$ cat config.mk
export PLATFORM = sky130hd
export DESIGN_NAME = fir_frame_collector
export DESIGN_NICKNAME = d
export VERILOG_FILES = /design/src/rtl/fir_frame_collector_pkg.sv /design/src/rtl/fir_frame_collector_bank.sv /design/src/rtl/fir_frame_collector.sv
export SDC_FILE = /design/constraint.sdc
export NUM_CORES = 1
export LEC_CHECK = 0
export CORE_ASPECT_RATIO = 1.4
export CORE_MARGIN = 1.5
export CORE_UTILIZATION = 56
export DETAILED_ROUTE_END_ITERATION = 16
export MAX_ROUTING_LAYER = met4
export PLACE_DENSITY_LB_ADDON = 0.12
export SLEW_MARGIN = 0
export SYNTH_ARGS = -nofsm -noshare
export SYNTH_HDL_FRONTEND = slang
export SYNTH_SLANG_ARGS = --single-unit
export TNS_END_PERCENT = 5
$ cat constraint.sdc
create_clock -name clk -period 26.9 [get_ports clk]
set_input_delay 8.07 -clock clk [delete_from_list [all_inputs] [get_ports clk]]
set_output_delay 8.07 -clock clk [all_outputs]
set_load 0.005 [all_outputs]
$ cat src/rtl/fir_frame_collector_pkg.sv
// fir_frame_collector_pkg: frame geometry shared by the FIR, collector and FFT stages
package fir_frame_collector_pkg;
    localparam int DW     = 16;
    localparam int N      = 16;
    localparam int FRAMES = 64;
    localparam int CNT_W  = $clog2(N);
    localparam int IDX_W  = $clog2(FRAMES);
endpackage

$ cat src/rtl/fir_frame_collector_bank.sv
// frame_bank: one N x DW sample register bank, indexed write, flattened read
module frame_bank
    import fir_frame_collector_pkg::*;
(
    input  logic              clk,
    input  logic              rst,
    input  logic              we_i,
    input  logic [CNT_W-1:0]  idx_i,
    input  logic [DW-1:0]     d_i,
    output logic [N*DW-1:0]   q_o
);
    logic [N*DW-1:0] mem_q;

    always_ff @(posedge clk or posedge rst) begin
        if (rst) mem_q <= '0;
        else if (we_i) mem_q[idx_i*DW +: DW] <= d_i;
    end

    assign q_o = mem_q;
endmodule

$ cat src/rtl/fir_frame_collector.sv
// fir_frame_collector: ping-pong collection of FIR samples into N-sample frames for the FFT
module fir_frame_collector
    import fir_frame_collector_pkg::*;
(
    input  logic              clk,
    input  logic              rst,
    input  logic              fir_valid,
    input  logic [DW-1:0]     fir_d,
    input  logic              frame_ready,
    output logic              frame_valid,
    output logic [N*DW-1:0]   frame_data,
    output logic [IDX_W-1:0]  frame_idx,
    output logic              overflow,
    output logic              done
);
    logic             wr_bank_q, wr_bank_d, rd_bank_q, rd_bank_d;
    logic [CNT_W-1:0] wr_cnt_q, wr_cnt_d;
    logic [1:0]       full_q, full_d;
    logic [IDX_W-1:0] idx_q, idx_d;
    logic             ovf_q, ovf_d, done_q, done_d;
    logic             accept, xfer, last, at_end;
    logic [N*DW-1:0]  q0, q1;

    always_comb begin
        accept    = fir_valid && !done_q && !full_q[wr_bank_q];
        xfer      = full_q[rd_bank_q] && frame_ready;
        last      = wr_cnt_q == CNT_W'(N-1);
        at_end    = idx_q == IDX_W'(FRAMES-1);
        wr_cnt_d  = accept ? (last ? '0 : wr_cnt_q + 1'b1) : wr_cnt_q;
        wr_bank_d = wr_bank_q ^ (accept && last);
        rd_bank_d = rd_bank_q ^ xfer;
        idx_d     = (xfer && !at_end) ? idx_q + 1'b1 : idx_q;
        done_d    = done_q | (xfer && at_end);
        ovf_d     = ovf_q | (fir_valid && !done_q && full_q[wr_bank_q]);
        // the writing bank is never full, so release and completion touch different bits
        full_d = full_q;
        if (xfer) full_d[rd_bank_q] = 1'b0;
        if (accept && last) full_d[wr_bank_q] = 1'b1;
    end

    always_ff @(posedge clk or posedge rst) begin
        if (rst) begin
            wr_bank_q <= 1'b0;
            rd_bank_q <= 1'b0;
            wr_cnt_q  <= '0;
            full_q    <= '0;
            idx_q     <= '0;
            ovf_q     <= 1'b0;
            done_q    <= 1'b0;
        end else begin
            wr_bank_q <= wr_bank_d;
            rd_bank_q <= rd_bank_d;
            wr_cnt_q  <= wr_cnt_d;
            full_q    <= full_d;
            idx_q     <= idx_d;
            ovf_q     <= ovf_d;
            done_q    <= done_d;
        end
    end

    frame_bank u_bank0 (
        .clk   (clk),
        .rst   (rst),
        .we_i  (accept && !wr_bank_q),
        .idx_i (wr_cnt_q),
        .d_i   (fir_d),
        .q_o   (q0)
    );

    frame_bank u_bank1 (
        .clk   (clk),
        .rst   (rst),
        .we_i  (accept && wr_bank_q),
        .idx_i (wr_cnt_q),
        .d_i   (fir_d),
        .q_o   (q1)
    );

    assign frame_valid = full_q[rd_bank_q];
    assign frame_data  = rd_bank_q ? q1 : q0;
    assign frame_idx   = idx_q;
    assign overflow    = ovf_q;
    assign done        = done_q;
endmodule

==> qor.yml, run 1 <==
status: "completed"
fin_crit_ns: 12.30
antenna_left: 0
setup_viol: 0
first_global_vias: 15975
synth_top_area_share_pct: 54.8
start_util_pct: 56.9
slowest_stage: "dfrtp_4"
drc: 0
avgSynthCellArea_um2: 13.6
fin_crit_sh_pct: 45.7
syn-num-nets: 1794
slew_viol_final: 0
cpPeakStageDelay_ns: 0.98
rr_worst_depth: 6
worstPathRequired_ns: 18.83
io_pins: 285
r2r_setup_slack_ns: 22.60
syn_to_final_growth_pct: 20.6
clk_latency_ns: 0.57
critPathBufInv: 3
pwr_density_cell_nw_per_um2: 93.1
place.detailed.hpwl_um: 39800
drv_cap: 0
ys_types: 57
place_congestion: 0.842
grt_pass1_wl_um: 93300
irDropWorstVdd_mv: 0.0669
synth_cells: 1770
path_cells: "buf_4 > buf_4 > mux2_2 > clkdlybuf4s50_1"
min_path_cells: 2
synthArstFlopShare_pct: 100
grt_max_degree: 177
crit_family: "buffers and inverters"
startpoint_type: "flop"
die_area_um2: 44300
vias_per_cell: 5.75
firstDrtPassIters: 5
finalNetCount: 2057
cts.sinks: 528
synthTopCellsByArea: "dfrtp_1 55%, mux2_2 32%, nand2_1 1.7%"
crit_arrival_ns: 4.23
min_path_type: "flop to flop"
die_h_um: 248
numPortBuffers: 284
clock_path_buffers: 3
dr_total_vias: 15060
crit_path_end_kind: "output pin"
core_um2: 42300
post-cts-setup-buffers: 0
wl_per_cell_um: 22.9
ys.warnings.count: 0
grt_usage_pct: 28.4
drive_gt1_share_pct: 40.1
hold_end: "u_bank0.q_o[88]"
wl_um: 60100
cts_resized: 0
crit_type: "flop to output pin"
rsz0062_at_grt: "no"
drt_iter0_markers: 785
synth.largest_area_cell: "dfrtp_1"
reg2reg_to: "u_bank0.q_o[206]"
hp-start: "u_bank0.q_o[88]"
antenna_found_initial: 0
fin_setup_tns_ns: 0
rows: 89
max_slew_margin_pct: 19.7
cts_tree: "yes"
ys_seq_area_share_pct: 54.8
worst_pin_slew_ns: 1.20
grt-ovfl-total: 0
die_w_um: 178
final_core_util_pct: 68.7
cts_max_level: 2
finalHoldViolCount: 0
cpMostUsedCell: "buf_4"
ys_ff_latch: 528
fmax_mhz: 81.3
clock-root-buffer: "clkbuf_16"
syn_area_um2: 24100
clkSlewWorstSetupHoldPaths_ns: 0.06
power.leakage_nw: 14.1
regToRegStartpoint: "wr_cnt_q[0]"
num_antenna_cells: 0
cts_made_buffers: 51
synth-main-ff-cell: "dfrtp_1"
skew_ns: 0.0208
cts_hold_buf: 0
synth_edf_count: 0
worstPathMaxFanout: 79
-- kinds of logic (layout without fill, tap and decap cells) --
family / count (synthesis) / in the layout / synth area share, %
muxes: 705 / 705 / 33.3
buffers and inverters: 111 / 415 / 2.22
xor gates and xnor gates: 9 / 9 / 0.327
AOI/OAI and AO/OA: 90 / 90 / 2.06
DFF: 528 / 528 / 54.8
adders and majority gates: 4 / 4 / 0.208
and+or+nand+nor: 323 / 323 / 7.10
-- tightest hold or removal path: stages, from the launching register on --
cell and delay [ns]:
dfrtp_1 0.34, nand2_1 0.05, o21ai_0 0.06
-- state kept, by name (all words and copies together), names as in the netlist --
| register | count |
|---|---|
| overflow | 1 |
| full_q | 2 |
| rd_bank_q | 1 |
| wr_cnt_q | 4 |
| done | 1 |
| u_bank1.q_o | 256 |
| wr_bank_q | 1 |
| u_bank0.q_o | 256 |
| frame_idx | 6 |
-- metal layers --
layer  routed length, µm  track usage, %  vias to the layer above
li1                    -               -                     6802
met1               25400            36.5                     7796
met2               29900            45.7                      363
met3                2670            4.57                       99
met4                2210            10.4                        0
met5                   0               -                        -
-- cell usage after synthesis, types with 2 or more instances --
cell type	instances
xnor2_1	3
mux2_4	20
nor3b_1	2
nor2_1	76
nand2b_1	5
nand3b_1	3
nor2b_1	4
mux2_2	674
nor3_2	8
buf_2	29
mux2_1	10
inv_1	6
nor2_8	2
buf_12	2
and2_1	8
dfrtp_1	528
buf_4	7
o21ai_0	74
or2_2	3
nor3_4	2
buf_6	3
xor2_1	6
o2111ai_1	4
nand2_1	108
a21oi_1	3
and3_1	64
nand3_1	15
nor3_1	4
clkbuf_1	64
and3b_1	2
nor4_4	2
ha_1	4
-- power by group --
group	leakage [nW]	total [W]	internal, W	switching (W)
clock network	0.794	0.000701	0.000407	0.000294
logic	6.00	0.000938	0.000488	0.000451
registers	7.29	0.00106	0.000950	0.000114
total	14.1	0.00270	0.00184	0.000859
-- layout make-up --
type	instances	area (µm²)
well taps	546	683
multi-input cells	1131	10400
repair buffers	315	3090
inverters	6	30.0
fillers	3027	13300
clock buffers	86	1540
flip-flops and latches	528	13200
clock inverters	8	92.6
-- cell usage in the layout, fill, tap and decap left out, types with 3 or more instances in the layout --
cell / instances
o2111ai_2: 4
o21ai_0: 73
and3_1: 64
xor2_1: 5
ha_1: 4
mux2_1: 10
buf_4: 30
and2_1: 8
dfrtp_1: 527
clkdlybuf4s50_1: 284
a21oi_1: 3
clkbuf_8: 9
nor3_2: 8
nand2_1: 108
nand3b_1: 3
nor2b_1: 3
inv_1: 5
clkbuf_16: 53
clkinv_2: 5
clkbuf_1: 24
mux2_2: 674
nand3_1: 15
nand2b_1: 5
nor2_1: 76
mux2_4: 20
nor3_1: 4
or2_2: 3
-- worst max path at each step --
stage | from | to | slack [ns] | depth (start not counted)
5_1_grt | rd_bank_q | frame_data[204] | 14.37 | 4
2_1_floorplan | rst | done | 4.08 | 1
6_report | rd_bank_q | frame_data[107] | 14.60 | 4
4_1_cts | rd_bank_q | frame_data[106] | 14.55 | 4
3_5_place_dp | rst | u_bank0.q_o[54] | 14.78 | 5
3_3_place_gp | rst | u_bank0.q_o[54] | 14.96 | 5
-- through the flow --
stage	instances	hold slack [ns]	setup WS, ns	power (W)	area, µm²
after floorplan	1770	0.444	4.08	0.00161	24100
after CTS	2620	0.480	14.55	0.00272	29100
after global placement	2526	0.457	14.96	0.00199	27400
after detailed placement	2526	0.464	14.78	0.00202	27400
final	2620	0.474	14.60	0.00270	29100
after global routing	2620	0.501	14.37	0.00284	29100
No activity file was read; power rests on OpenSTA's default activity.
==> run 2: changes to the inputs <==
- CORE_UTILIZATION: 56 -> 51
- clock period: 26.9 -> 11.29 ns (I/O delays scaled with it)
==> run 2 against run 1 <==
Via count shrank 0.42%. Sequential share of layout area shrank 0.28 points. Final area rose by 0.62%. Clock power is 150% higher. Flip-flop and latch count stayed put. Setup slack got worse by 10 ns. Register-to-register slack lost 16 ns. Largest power group unchanged.
==> qor.yml, run 2 (synthesis gave the netlist of run 1 again) <==
status: "completed"  # unchanged
top_usage_layer: "met2"  # unchanged
cts_hold_buf: 0  # unchanged
cts_max_level: 2  # unchanged
min_path_cells: 2  # unchanged
most-common-layout-cells: "674 x mux2_2, 527 x dfrtp_1, 284 x clkdlybuf4s50_1, 108 x nand2_1, 76 x nor2_1"  # unchanged
rr_worst_depth: 6  # unchanged
fin_area_um2: 29200  # was 29100 µm²
io_pins: 285  # unchanged
grt_usage_pct: 25.5  # was 28.4%
fin_crit_ns: 6.65
place.detailed.hpwl_um: 38800  # was 39800 µm
place_area_um2: 27500  # was 27400 µm²
cts.sinks: 528  # unchanged
met1_usage_pct: 32.4  # was 36.5%
syn_to_final_growth_pct: 21.3  # was 20.6%
r2r_setup_slack_ns: 7.07  # was 22.60 ns
first_global_vias: 16008  # was 15975
clk_latency_ns: 0.58  # was 0.57 ns
rows: 94  # was 89
numPortBuffers: 284  # unchanged
dr_total_vias: 14997  # was 15060
skew_ns: 0.0237  # was 0.0208 ns
place_congestion: 0.798  # was 0.842
finalHoldViolCount: 0  # unchanged
crit_type: "flop to output pin"  # unchanged
die_w_um: 187  # was 178 µm
drive_gt1_share_pct: 40.7  # was 40.1%
power.leakage_nw: 14.1  # about the same
wl_um: 60000  # was 60100 µm
pwr_density_cell_nw_per_um2: 223  # was 93.1 nW/µm²
die_area_um2: 48600  # was 44300 µm²
fin_setup_tns_ns: 0  # unchanged
drc: 0  # unchanged
cts_made_buffers: 51  # unchanged
clock_path_buffers: 3  # unchanged
startpoint_type: "flop"  # unchanged
setup_viol: 0  # unchanged
antenna_found_initial: 2  # was 0
irDropWorstVdd_mv: 0.159  # was 0.0669 mV
cts_tree: "yes"  # unchanged
multi_input_area_um2: 10400  # about the same
nFillCells: 3734  # was 3027
drv_cap: 0  # unchanged
final_common_cell: "mux2_2"  # unchanged
met2_usage_pct: 42.2  # was 45.7%
worstPathRequired_ns: 7.90  # was 18.83 ns
vias_per_cell: 5.57  # was 5.75
die_h_um: 260  # was 248 µm
worst_pin_slew_ns: 1.18  # was 1.20 ns
clkSlewWorstSetupHoldPaths_ns: 0.06  # about the same
max_slew_margin_pct: 21.3  # was 19.7%
crit_path_end_kind: "output pin"  # unchanged
slew_viol_final: 0  # unchanged
clock-root-buffer: "clkbuf_16"  # unchanged
wl_per_cell_um: 22.3  # was 22.9 µm
finalNetCount: 2054  # was 2057
grt.met3_usage_pct: 3.89  # was 4.57%
min_path_type: "flop to flop"  # unchanged
firstDrtPassIters: 5  # unchanged
grt_pass1_wl_um: 93600  # was 93300 µm
fin_crit_sh_pct: 58.9
fmax_mhz: 150
antenna_left: 0  # unchanged
start_util_pct: 51.5  # was 56.9%
post-cts-setup-buffers: 0  # unchanged
cts_resized: 0  # unchanged
grt-ovfl-total: 0  # unchanged
core_um2: 46800  # was 42300 µm²
crit_arrival_ns: 3.27  # was 4.23 ns
register_area_um2: 13200  # unchanged
drt_iter0_markers: 967  # was 785
rsz0062_at_grt: "no"  # unchanged
worstPathMaxFanout: 66  # was 79
grt_max_degree: 190  # was 177
run 2: per-layer routing:
layer | up-vias | wire length (µm) | share of wire [%]
met5 | - | 0 | 0
li1 | 6799 | - | -
met4 | 0 | 1720 | 2.9
met1 | 7815 | 26000 | 43
met3 | 77 | 2410 | 4.0
met2 | 306 | 29900 | 50
run 2: final timing paths:
path                                   from          endpoint
min in group asynchronous               rst   u_bank0.q_o[45]
setup / recovery                  rd_bank_q   frame_data[172]
hold / removal             u_bank0.q_o[119]  u_bank0.q_o[119]
setup reg to reg                wr_cnt_q[0]  u_bank0.q_o[175]
hold reg to reg            u_bank0.q_o[119]  u_bank0.q_o[119]
max in group asynchronous               rst         rd_bank_q
run 2: worst max-delay path, stage by stage (launching register included):
cell and delay, ns:
dfrtp_4 0.86, buf_4 0.86, mux2_2 0.44, clkdlybuf4s50_1 0.45
run 2: cell type report:
class,count,share of cell area (%)
diodes,1,0.00856
clock buffers,75,5.22
clock inverters,16,0.578
inverters,6,0.0899
multi-input cells,1131,35.6
flip-flops and latches,528,45.2
well taps,624,2.67
repair buffers,312,10.6
run 2: where the power goes:
part	switching (W)	internal (W)	total, W
Combinational	0.00112	0.00116	0.00228
Clock	0.000727	0.00100	0.00173
Sequential	0.000238	0.00226	0.00250
Total	0.00208	0.00443	0.00651
run 2: per-stage QoR:
stage               utilization [%]  hold slack, ns  instances  worst slack [ns]  total power (W)
finish                         62.5           0.475       2693              4.64          0.00651
global route                   62.5           0.495       2693              4.51          0.00684
CTS                            62.4           0.480       2692              4.61          0.00657
detailed placement             58.8           0.465       2601              4.97          0.00482
global placement               58.8           0.457       2601              5.06          0.00476
floorplan                         -           0.444       1770             0.727          0.00383
==> run 3: changes to the inputs <==
- CORE_UTILIZATION: 51 -> 56
- clock period: 11.29 -> 6.29 ns (I/O delays scaled with it)
==> run 3 against run 2 <==
Wire length down 1.3%. Highest routed layer unchanged. Clock skew shrank 0.0055 ns. First-iteration DRC count fell by 7.0%. Critical endpoint is now frame_data[14]. Final area fell by 0.71%. Cell count decreased by 3.0%. Setup slack got worse by 3.2 ns. Flip-flop and latch count is the same. Largest power group unchanged. Die area is 8.8% lower. Sequential power rose by 80%. Utilization grew 6.1 points. Critical path depth unchanged. Hold slack about the same.
==> qor.yml, run 3 (synthesis gave the netlist of run 1 again) <==
cts_tree: "yes"  # unchanged
pwr_density_cell_nw_per_um2: 394  # was 223 nW/µm²
cts_made_buffers: 49  # was 51
crit_path_end_kind: "output pin"  # unchanged
clkSlewWorstSetupHoldPaths_ns: 0.06  # about the same
grt_usage_pct: 28.0  # was 25.5%
die_area_um2: 44300  # was 48600 µm²
drt_iter0_markers: 899  # was 967
slew_viol_final: 0  # unchanged
grt_pass1_wl_um: 92400  # was 93600 µm
fmax_mhz: 207
finalHoldViolCount: 0  # unchanged
clk_latency_ns: 0.58  # about the same
power.leakage_nw: 14.1  # about the same
first_global_vias: 16171  # was 16008
final_core_util_pct: 68.6  # was 62.5%
crit_arrival_ns: 2.95  # was 3.27 ns
numPortBuffers: 284  # unchanged
setup_viol: 0  # unchanged
die_h_um: 248  # was 260 µm
worstPathRequired_ns: 4.40  # was 7.90 ns
cts_hold_buf: 0  # unchanged
syn_to_final_growth_pct: 20.5  # was 21.3%
rows: 89  # was 94
clock-root-buffer: "clkbuf_16"  # unchanged
place_congestion: 0.840  # was 0.798
met1_usage_pct: 35.7  # was 32.4%
clock_path_buffers: 3  # unchanged
io_pins: 285  # unchanged
firstDrtPassIters: 4  # was 5
crit_type: "flop to output pin"  # unchanged
rr_worst_depth: 6  # unchanged
wl_per_cell_um: 22.7  # was 22.3 µm
nFillCells: 3140  # was 3734
grt.met3_usage_pct: 4.13  # was 3.89%
min_path_cells: 2  # unchanged
start_util_pct: 56.9  # was 51.5%
dr_total_vias: 15090  # was 14997
final_common_cell: "mux2_2"  # unchanged
antenna_found_initial: 0  # was 2
irDropWorstVdd_mv: 0.268  # was 0.159 mV
core_um2: 42300  # was 46800 µm²
grt-ovfl-total: 0  # unchanged
finalNetCount: 2057  # was 2054
grt_max_degree: 125  # was 190
worstPathMaxFanout: 79  # was 66
top_usage_layer: "met2"  # unchanged
status: "completed"  # unchanged
cts.sinks: 528  # unchanged
drc: 0  # unchanged
fin_crit_ns: 4.84
post-cts-setup-buffers: 0  # unchanged
drive_gt1_share_pct: 40.2  # was 40.7%
fin_setup_tns_ns: 0  # unchanged
wl_um: 59200  # was 60000 µm
regToRegStartpoint: "wr_cnt_q[0]"  # unchanged
critPathLaunch: "rd_bank_q"  # unchanged
rsz0062_at_grt: "no"  # unchanged
drv_cap: 0  # unchanged
die_w_um: 178  # was 187 µm
cts_max_level: 2  # unchanged
met2_usage_pct: 46.3  # was 42.2%
vias_per_cell: 5.77  # was 5.57
cts_resized: 0  # unchanged
fin_crit_sh_pct: 76.9
place.detailed.hpwl_um: 38900  # was 38800 µm
skew_ns: 0.0182  # was 0.0237 ns
hp-start: "u_bank1.q_o[84]"  # was u_bank0.q_o[119]
min_path_type: "flop to flop"  # unchanged
max_slew_margin_pct: 20.0  # was 21.3%
antenna_left: 0  # unchanged
worst_pin_slew_ns: 1.19  # was 1.18 ns
startpoint_type: "flop"  # unchanged
most-common-layout-cells: "674 x mux2_2, 527 x dfrtp_1, 284 x clkdlybuf4s50_1, 108 x nand2_1, 76 x nor2_1"  # unchanged
run 3: cell count changes in the layout (fill, tap and decap cells not counted):
cell,before,now
clkbuf_1,8,17
clkbuf_8,16,7
buf_12,4,7
buf_4,24,26
bufinv_16,3,1
clkinv_2,9,7
inv_6,3,1
clkinvlp_4,2,1
nor2b_2,0,1
nor2b_4,1,0
nor3_2,8,7
nor3_4,2,3
run 3: per-layer routing:
metal / vias to the layer above / part of all wire, %
li1: 6779 / -
met1: 7842 / 42
met2: 374 / 51
met3: 95 / 4.6
met4: 0 / 3.0
met5: - / 0
run 3: layout make-up:
class / count / area, µm² / share of cell area, %
clock inverters: 9 / 73.8 / 0.254
multi-input cells: 1131 / 10400 / 35.9
inverters: 6 / 26.3 / 0.0905
repair buffers: 317 / 3180 / 10.9
flip-flops and latches: 528 / 13200 / 45.5
clock buffers: 75 / 1440 / 4.95
well taps: 546 / 683 / 2.35
diodes: 1 / 2.50 / 0.00862
run 3: report_power, final:
group          internal [W]  leakage, nW  switching [W]  total [W]
clock network       0.00161        0.745        0.00125    0.00285
logic               0.00211         6.04        0.00198    0.00409
registers           0.00406         7.29       0.000444    0.00450
total               0.00777         14.1        0.00367     0.0114
run 3: worst max-delay path: stages (launching register included):
cell             delay [ns]
dfrtp_4                0.93
buf_12                 0.43
mux2_2                 0.39
clkdlybuf4s50_1        0.51
run 3: path summary, 6_finish.rpt:
| kind | slack [ns] | end |
|---|---|---|
| setup / recovery | 1.45 | frame_data[14] |
| hold / removal | 0.48 | u_bank1.q_o[84] |
| setup reg to reg | 2.12 | u_bank0.q_o[204] |
| hold reg to reg | 0.48 | u_bank1.q_o[84] |
| max in group asynchronous | 3.33 | u_bank0.q_o[135] |
| min in group asynchronous | 1.83 | u_bank0.q_o[41] |
run 3: stage by stage:
step / hold slack [ns] / area (µm²) / std cells / power [W] / setup slack [ns]
final: 0.475 / 29000 / 2613 / 0.0114 / 1.45
after global routing: 0.500 / 29000 / 2612 / 0.0120 / 1.37
after CTS: 0.479 / 29000 / 2612 / 0.0115 / 1.43
after detailed placement: 0.465 / 27500 / 2528 / 0.00865 / 1.46
after global placement: 0.458 / 27500 / 2528 / 0.00853 / 1.54
after floorplan: 0.444 / 24100 / 1770 / 0.00687 / -2.77
